### src/rtl/get_flag_gen.sv
// Flag locator: averages matching ring points to find an orientation point, then
// averages matching points of a WIN x WIN window around it to find the flag centre.
module get_flag_gen #(
  parameter int unsigned COORD_W  = 10,
  parameter int unsigned RING_PTS = 536,
  parameter int unsigned ADDR_W   = 10,
  parameter int unsigned WIN      = 16,
  parameter int unsigned SUM_W    = 32,
  parameter int unsigned TIMEOUT  = 1023
) (
  input  logic               clk,
  input  logic               rst,
  input  logic               start,
  input  logic               ring_sel,
  input  logic               win_sel,
  input  logic [COORD_W-1:0] ctr_coords_x,
  input  logic [COORD_W-1:0] ctr_coords_y,
  output logic [ADDR_W-1:0]  rom_addr,
  input  logic [COORD_W-1:0] rom_dx,
  input  logic [COORD_W-1:0] rom_dy,
  output logic [COORD_W-1:0] pt_coords_x,
  output logic [COORD_W-1:0] pt_coords_y,
  output logic               pt_req,
  input  logic               pt_valid,
  input  logic               pt_value,
  output logic [COORD_W-1:0] orien_coords_x,
  output logic [COORD_W-1:0] orien_coords_y,
  output logic [COORD_W-1:0] flag_coords_x,
  output logic [COORD_W-1:0] flag_coords_y,
  output logic               busy,
  output logic               complete,
  output logic               error,
  output logic [1:0]         err_code
);

  localparam int unsigned WIN_W = (WIN > 2) ? $clog2(WIN) : 1;
  localparam int unsigned TMO_W = $clog2(TIMEOUT + 1);
  localparam int unsigned BIT_W = $clog2(SUM_W);

  typedef enum logic [3:0] {
    IDLE, R_ADDR, R_REQ, R_WAIT, R_DIV, W_INIT, W_REQ, W_WAIT, W_DIV, REPORT
  } state_t;

  state_t             state_q, state_d;
  logic               ring_sel_q, ring_sel_d, win_sel_q, win_sel_d;
  logic [COORD_W-1:0] ctr_x_q, ctr_x_d, ctr_y_q, ctr_y_d;
  logic [ADDR_W-1:0]  idx_q, idx_d;
  logic [COORD_W-1:0] pt_x_q, pt_x_d, pt_y_q, pt_y_d;
  logic               pt_req_q, pt_req_d;
  logic [TMO_W-1:0]   wait_q, wait_d;
  logic [SUM_W-1:0]   sum_x_q, sum_x_d, sum_y_q, sum_y_d, cnt_q, cnt_d;
  logic [COORD_W-1:0] base_x_q, base_x_d, base_y_q, base_y_d;
  logic [WIN_W-1:0]   wx_q, wx_d, wy_q, wy_d;
  logic               div_run_q, div_run_d, div_axis_q, div_axis_d;
  logic [BIT_W-1:0]   div_bit_q, div_bit_d;
  logic [SUM_W-1:0]   div_num_q, div_num_d, div_rem_q, div_rem_d;
  logic [COORD_W-1:0] div_quo_q, div_quo_d, quo_x_q, quo_x_d;
  logic [COORD_W-1:0] orien_x_q, orien_x_d, orien_y_q, orien_y_d;
  logic [COORD_W-1:0] flag_x_q, flag_x_d, flag_y_q, flag_y_d;
  logic               busy_q, busy_d, complete_q, complete_d, error_q, error_d;
  logic [1:0]         err_code_q, err_code_d;

  // One restoring-divide step; rem < cnt always, so SUM_W bits hold it between steps.
  logic [SUM_W:0]     rem_sh;
  logic               div_ge;
  logic [SUM_W-1:0]   rem_nxt;
  logic [COORD_W-1:0] quo_nxt;

  always_comb begin
    rem_sh  = {div_rem_q, div_num_q[SUM_W-1]};
    div_ge  = (rem_sh >= {1'b0, cnt_q});
    rem_nxt = div_ge ? SUM_W'(rem_sh - {1'b0, cnt_q}) : SUM_W'(rem_sh);
    quo_nxt = COORD_W'({div_quo_q, div_ge});
  end

  always_comb begin
    state_d    = state_q;    ring_sel_d = ring_sel_q; win_sel_d  = win_sel_q;
    ctr_x_d    = ctr_x_q;    ctr_y_d    = ctr_y_q;    idx_d      = idx_q;
    pt_x_d     = pt_x_q;     pt_y_d     = pt_y_q;     pt_req_d   = pt_req_q;
    wait_d     = wait_q;     sum_x_d    = sum_x_q;    sum_y_d    = sum_y_q;
    cnt_d      = cnt_q;      base_x_d   = base_x_q;   base_y_d   = base_y_q;
    wx_d       = wx_q;       wy_d       = wy_q;       div_run_d  = div_run_q;
    div_axis_d = div_axis_q; div_bit_d  = div_bit_q;  div_num_d  = div_num_q;
    div_rem_d  = div_rem_q;  div_quo_d  = div_quo_q;  quo_x_d    = quo_x_q;
    orien_x_d  = orien_x_q;  orien_y_d  = orien_y_q;  flag_x_d   = flag_x_q;
    flag_y_d   = flag_y_q;   busy_d     = busy_q;     complete_d = complete_q;
    error_d    = error_q;    err_code_d = err_code_q;

    unique case (state_q)
      IDLE: begin
        if (start) begin
          ring_sel_d = ring_sel;     win_sel_d = win_sel;
          ctr_x_d    = ctr_coords_x; ctr_y_d   = ctr_coords_y;
          sum_x_d    = '0; sum_y_d = '0; cnt_d = '0; idx_d = '0;
          err_code_d = 2'd0;
          busy_d     = 1'b1;
          state_d    = R_ADDR;
        end
      end
      R_ADDR: state_d = R_REQ;
      R_REQ: begin
        pt_x_d   = ctr_x_q + rom_dx;
        pt_y_d   = ctr_y_q + rom_dy;
        pt_req_d = 1'b1;
        wait_d   = '0;
        state_d  = R_WAIT;
      end
      R_WAIT, W_WAIT: begin
        if (pt_valid) begin
          pt_req_d = 1'b0;
          if (pt_value == ((state_q == R_WAIT) ? ring_sel_q : win_sel_q)) begin
            sum_x_d = sum_x_q + SUM_W'(pt_x_q);
            sum_y_d = sum_y_q + SUM_W'(pt_y_q);
            cnt_d   = cnt_q + SUM_W'(1);
          end
          if (state_q == R_WAIT) begin
            if (idx_q == ADDR_W'(RING_PTS - 1)) begin
              state_d = R_DIV;
            end else begin
              idx_d   = idx_q + ADDR_W'(1);
              state_d = R_ADDR;
            end
          end else if (wx_q == WIN_W'(WIN - 1)) begin
            wx_d    = '0;
            wy_d    = wy_q + WIN_W'(1);
            state_d = (wy_q == WIN_W'(WIN - 1)) ? W_DIV : W_REQ;
          end else begin
            wx_d    = wx_q + WIN_W'(1);
            state_d = W_REQ;
          end
        end else if (wait_q == TMO_W'(TIMEOUT - 1)) begin
          pt_req_d   = 1'b0;
          err_code_d = 2'd3;
          state_d    = REPORT;
        end else begin
          wait_d = wait_q + TMO_W'(1);
        end
      end
      // First cycle checks the count and loads x; each further cycle retires one quotient bit.
      R_DIV, W_DIV: begin
        if (!div_run_q) begin
          if (cnt_q == '0) begin
            err_code_d = (state_q == R_DIV) ? 2'd1 : 2'd2;
            state_d    = REPORT;
          end else begin
            div_run_d  = 1'b1; div_axis_d = 1'b0; div_bit_d = '0;
            div_num_d  = sum_x_q; div_rem_d = '0;
          end
        end else begin
          div_num_d = div_num_q << 1;
          div_rem_d = rem_nxt;
          div_quo_d = quo_nxt;
          div_bit_d = div_bit_q + BIT_W'(1);
          if (div_bit_q == BIT_W'(SUM_W - 1)) begin
            if (!div_axis_q) begin
              quo_x_d    = quo_nxt;
              div_axis_d = 1'b1; div_bit_d = '0;
              div_num_d  = sum_y_q; div_rem_d = '0;
            end else begin
              div_run_d = 1'b0;
              if (state_q == R_DIV) begin
                orien_x_d = quo_x_q; orien_y_d = quo_nxt;
                state_d   = W_INIT;
              end else begin
                flag_x_d = quo_x_q; flag_y_d = quo_nxt;
                state_d  = REPORT;
              end
            end
          end
        end
      end
      W_INIT: begin
        base_x_d = orien_x_q - COORD_W'(WIN / 2);
        base_y_d = orien_y_q - COORD_W'(WIN / 2);
        sum_x_d  = '0; sum_y_d = '0; cnt_d = '0;
        wx_d     = '0; wy_d = '0;
        state_d  = W_REQ;
      end
      W_REQ: begin
        pt_x_d   = base_x_q + COORD_W'(wx_q);
        pt_y_d   = base_y_q + COORD_W'(wy_q);
        pt_req_d = 1'b1;
        wait_d   = '0;
        state_d  = W_WAIT;
      end
      REPORT: begin
        complete_d = 1'b0;
        error_d    = 1'b0;
        state_d    = IDLE;
      end
      default: state_d = IDLE;
    endcase

    // Completion pulse is raised on the edge that enters REPORT.
    if (state_d == REPORT && state_q != REPORT) begin
      complete_d = 1'b1;
      busy_d     = 1'b0;
      error_d    = (err_code_d != 2'd0);
    end
  end

  always_ff @(posedge clk) begin
    if (rst) begin
      state_q    <= IDLE; ring_sel_q <= 1'b0; win_sel_q  <= 1'b0;
      ctr_x_q    <= '0;   ctr_y_q    <= '0;   idx_q      <= '0;
      pt_x_q     <= '0;   pt_y_q     <= '0;   pt_req_q   <= 1'b0;
      wait_q     <= '0;   sum_x_q    <= '0;   sum_y_q    <= '0;
      cnt_q      <= '0;   base_x_q   <= '0;   base_y_q   <= '0;
      wx_q       <= '0;   wy_q       <= '0;   div_run_q  <= 1'b0;
      div_axis_q <= 1'b0; div_bit_q  <= '0;   div_num_q  <= '0;
      div_rem_q  <= '0;   div_quo_q  <= '0;   quo_x_q    <= '0;
      orien_x_q  <= '0;   orien_y_q  <= '0;   flag_x_q   <= '0;
      flag_y_q   <= '0;   busy_q     <= 1'b0; complete_q <= 1'b0;
      error_q    <= 1'b0; err_code_q <= 2'd0;
    end else begin
      state_q    <= state_d;    ring_sel_q <= ring_sel_d; win_sel_q  <= win_sel_d;
      ctr_x_q    <= ctr_x_d;    ctr_y_q    <= ctr_y_d;    idx_q      <= idx_d;
      pt_x_q     <= pt_x_d;     pt_y_q     <= pt_y_d;     pt_req_q   <= pt_req_d;
      wait_q     <= wait_d;     sum_x_q    <= sum_x_d;    sum_y_q    <= sum_y_d;
      cnt_q      <= cnt_d;      base_x_q   <= base_x_d;   base_y_q   <= base_y_d;
      wx_q       <= wx_d;       wy_q       <= wy_d;       div_run_q  <= div_run_d;
      div_axis_q <= div_axis_d; div_bit_q  <= div_bit_d;  div_num_q  <= div_num_d;
      div_rem_q  <= div_rem_d;  div_quo_q  <= div_quo_d;  quo_x_q    <= quo_x_d;
      orien_x_q  <= orien_x_d;  orien_y_q  <= orien_y_d;  flag_x_q   <= flag_x_d;
      flag_y_q   <= flag_y_d;   busy_q     <= busy_d;     complete_q <= complete_d;
      error_q    <= error_d;    err_code_q <= err_code_d;
    end
  end

  assign rom_addr       = idx_q;
  assign pt_coords_x    = pt_x_q;
  assign pt_coords_y    = pt_y_q;
  assign pt_req         = pt_req_q;
  assign orien_coords_x = orien_x_q;
  assign orien_coords_y = orien_y_q;
  assign flag_coords_x  = flag_x_q;
  assign flag_coords_y  = flag_y_q;
  assign busy           = busy_q;
  assign complete       = complete_q;
  assign error          = error_q;
  assign err_code       = err_code_q;

endmodule

### config.mk
export PLATFORM = sky130hd
export DESIGN_NAME = get_flag_gen
export DESIGN_NICKNAME = d
export VERILOG_FILES = /design/src/rtl/get_flag_gen.sv
export SDC_FILE = /design/constraint.sdc
export NUM_CORES = 1
export LEC_CHECK = 0
export CAP_MARGIN = 20
export CORE_MARGIN = 5
export CORE_UTILIZATION = 50
export CTS_BUF_LIST = sky130_fd_sc_hd__clkbuf_4
export DETAILED_ROUTE_END_ITERATION = 10
export PLACE_DENSITY = 0.8
export SLEW_MARGIN = 40
export SYNTH_ARGS = -nofsm -noshare
export SYNTH_HDL_FRONTEND = slang
export SYNTH_SLANG_ARGS = --single-unit
### constraint.sdc
create_clock -name clk -period 2.9 [get_ports clk]
set_input_delay 0.435 -clock clk [delete_from_list [all_inputs] [get_ports clk]]
set_output_delay 0.435 -clock clk [all_outputs]
set_load 0.05 [all_outputs]
==> metrics.yaml <==
first_iter_violations: 1178
setup_viol: 0
yosysUniqueCellTypes: 78
synth_fp_nets: 2318
antenna_found_initial: 1
grt_util_all_layers_pct: 23.5
io_pins: 123
worstMarginPinSlew_ns: 0.830
use_met2_pct: 40.0
crit_fanout: 18
final.setup.tns_ns: 0
max_cap_viol_count: 0
p_leak_nw: 7.98
cts.sinks: 326
relSlewSlack_pct: 44.5
cts_tree: "yes"
netlist_area_sq_um: 17500
path_cells: "nor4bb_4 > mux2i_1 > xnor2_1 > o22a_2 > or2_2 > buf_4 > or4_1 > a21oi_1"
vias: 16487
met3_usage_pct: 4.62
cpPeakStageDelay_ns: 0.52
dp_slack_ns: -0.103
clk_latency_ns: 0.77
finalWorstSetupSlack_ns: 0.0821
synthArstFlopShare_pct: 0
maxSlewViolCount: 0
die_w_um: 197
ant_nets: 0
detailed_place_hpwl_um: 33700
timing.fmax_mhz: 355
dieArea_sq_um: 38900
cp_data_required_time_ns: 3.54
slowest_stage: "or4_1"
finalHoldViolCount: 0
crit_arrival_ns: 3.45
core_sq_um: 34600
cts_root_buf: "clkbuf_4"
wl_um: 47800
htreeDepth: 3
drive_gt1_share_pct: 13.4
cts_buffer_depth: 3
yosysWarnings: 0
detail_route.first_pass.iterations: 5
synth-edff-count: 0
first_global_vias: 16153
die_h_um: 197
outcome: "complete, no violations"
ys_ff_latch: 326
finClkSkew_ns: 0.0681
gp_congestion: 0.942
grt_pass1_wl_um: 77900
hp-class: "in2reg"
cp-end-kind: "flip-flop"
worst_ir_drop_vdd_uv: 275
path_class: "reg2reg"
final.period_utilization_pct: 97.2
yosysSeqAreaShare_pct: 37.2
post-route-min-period_ns: 2.82
via_per_inst: 5.64
grt_overflow_total: 0
clk_pin_slew_ns: 0.07
area_delta_synth_final_pct: 21.4
routedWlPerCell_um: 16.3
avgSynthCellArea_sq_um: 8.07
route.detailed.drc: 0
start_util_pct: 50.7
cts_buffers: 85
row_count: 68
nets: 2547
postSynthCellCount: 2175
power.density_nw_per_um2: 450
io_buffer_count: 122
synth_flop_cell: "dfxtp_1"
grt_busiest_layer: "met2"
use_met1_pct: 29.6
grt_max_degree: 96
start_kind: "flip-flop"
hold_buffers: 0
worst paths after layout:
kind / startpoint / endpoint / slack, ns / cells after the start
min: rst / div_rem_q[29] / 0.14 / 4
max reg2reg: state_q[3] / sum_y_q[4] / 0.08 / 8
min reg2reg: flag_coords_x[6] / flag_coords_x[6] / 0.46 / 2
max: state_q[3] / sum_y_q[4] / 0.08 / 8
worst max-delay path: cells and delay by family (launching register included):
| family | cells | cell delay, ns |
|---|---|---|
| AOI/OAI and AO/OA | 2 | 0.43 |
| xor gates and xnor gates | 1 | 0.14 |
| buffers and inverters | 1 | 0.25 |
| DFF | 1 | 0.34 |
| muxes | 1 | 0.26 |
| and+or+nand+nor | 3 | 1.27 |
power breakdown:
| group | internal, mW | switching (mW) | leakage (nW) | total (mW) |
|---|---|---|---|---|
| clock | 1.90 | 1.97 | 0.605 | 3.87 |
| combinational | 0.411 | 0.667 | 4.74 | 1.08 |
| sequential | 4.55 | 0.0724 | 2.63 | 4.62 |
| total | 6.86 | 2.71 | 7.98 | 9.57 |
what timing repair did:
item,4_1_cts,5_1_grt
setup buffers,0,6
gates cloned,0,1
setup endpoints to repair,11,66
pin swaps,1,18
gates resized for setup,5,47
metal layers:
layer,share of wire (%),vias to the layer above
li1,-,8060
met1,43,7761
met2,48,552
met3,6.2,114
met4,3.2,0
met5,0,-
per-stage QoR:
step | hold WS, ns | total power, mW | area (sq um) | utilization, % | instances
after floorplan | 0.436 | 5.38 | 17500 | - | 2175
after global placement | 0.445 | 5.75 | 19900 | 57.5 | 2766
after detailed placement | 0.448 | 5.78 | 19900 | 57.6 | 2766
after CTS | 0.0851 | 9.63 | 21000 | 60.6 | 2914
after global routing | 0.158 | 10.0 | 21300 | 61.5 | 2921
final | 0.144 | 9.57 | 21300 | 61.5 | 2922
cell families after synthesis:
family                     synth area share, %
DFF                                       37.2
AOI/OAI and AO/OA                         18.3
adders and majority gates                 7.15
xor gates and xnor gates                  8.59
and+or+nand+nor                           21.4
buffers and inverters                     4.29
muxes                                     3.09
final cells by class:
| cell class | count | area (sq um) |
|---|---|---|
| multi-input cells | 1662 | 10500 |
| diodes | 2 | 5.00 |
| repair buffers | 252 | 2350 |
| inverters | 77 | 289 |
| clock inverters | 29 | 130 |
| fillers | 2868 | 13300 |
| flip-flops and latches | 326 | 6540 |
| well taps | 455 | 569 |
| clock buffers | 119 | 893 |
cells in the mapped netlist, drive strengths merged (2+ instances only):
library cell    n  share of area (%)
nand2         308                6.6
fa              7               0.80
nand2b         16               0.58
ha             89                6.3
o211ai         12               0.51
a221o           2               0.11
o41ai           4               0.29
a21oi         221                6.3
a32oi           9               0.45
a21o           19               0.81
and2           18               0.64
o311ai          2               0.20
and4           11               0.55
or4             4               0.17
nand4          24               0.86
nor4b           2               0.19
a211oi         63                2.9
a31oi           8               0.29
nor2b          18               0.64
and3           21               0.75
nand3          55                1.6
nor3           42                1.3
or2             8               0.29
nand3b          2              0.086
a21boi          9               0.39
or3            13               0.46
dfxtp         326                 37
a211o           4               0.20
o21a           10               0.43
nor4           11               0.51
xor2           70                3.5
o21bai          5               0.21
xnor2         102                5.1
clkbuf         86                1.8
nor2          272                5.8
a2111oi        13               0.94
inv            77                1.6
o31ai           5               0.21
buf            24               0.81
o21ai          93                2.7
nand4b          3               0.15
a22oi          14               0.60
nor3b           3               0.13
a41oi           2               0.10
mux2i          53                3.0
registers in the layout, indices dropped and copies added (netlist names), 32 cells and up:
signal / cells
cnt_q: 32
div_rem_q: 32
sum_x_q: 32
div_num_q: 32
sum_y_q: 32
placed cells by master, fill, tap and decap left out, types with 34 or more instances in the layout:
cell	n
a211oi_1	59
o21ai_0	58
dfxtp_1	317
nor2_1	269
xor2_1	70
xnor2_1	102
clkbuf_4	119
inv_1	77
a21oi_1	217
ha_1	82
buf_4	115
nand2_1	306
clkdlybuf4s50_1	121
o21ai_1	34
nor3_1	37
mux2i_1	53
nand3_1	54
(Power assumes the default switching activity.)
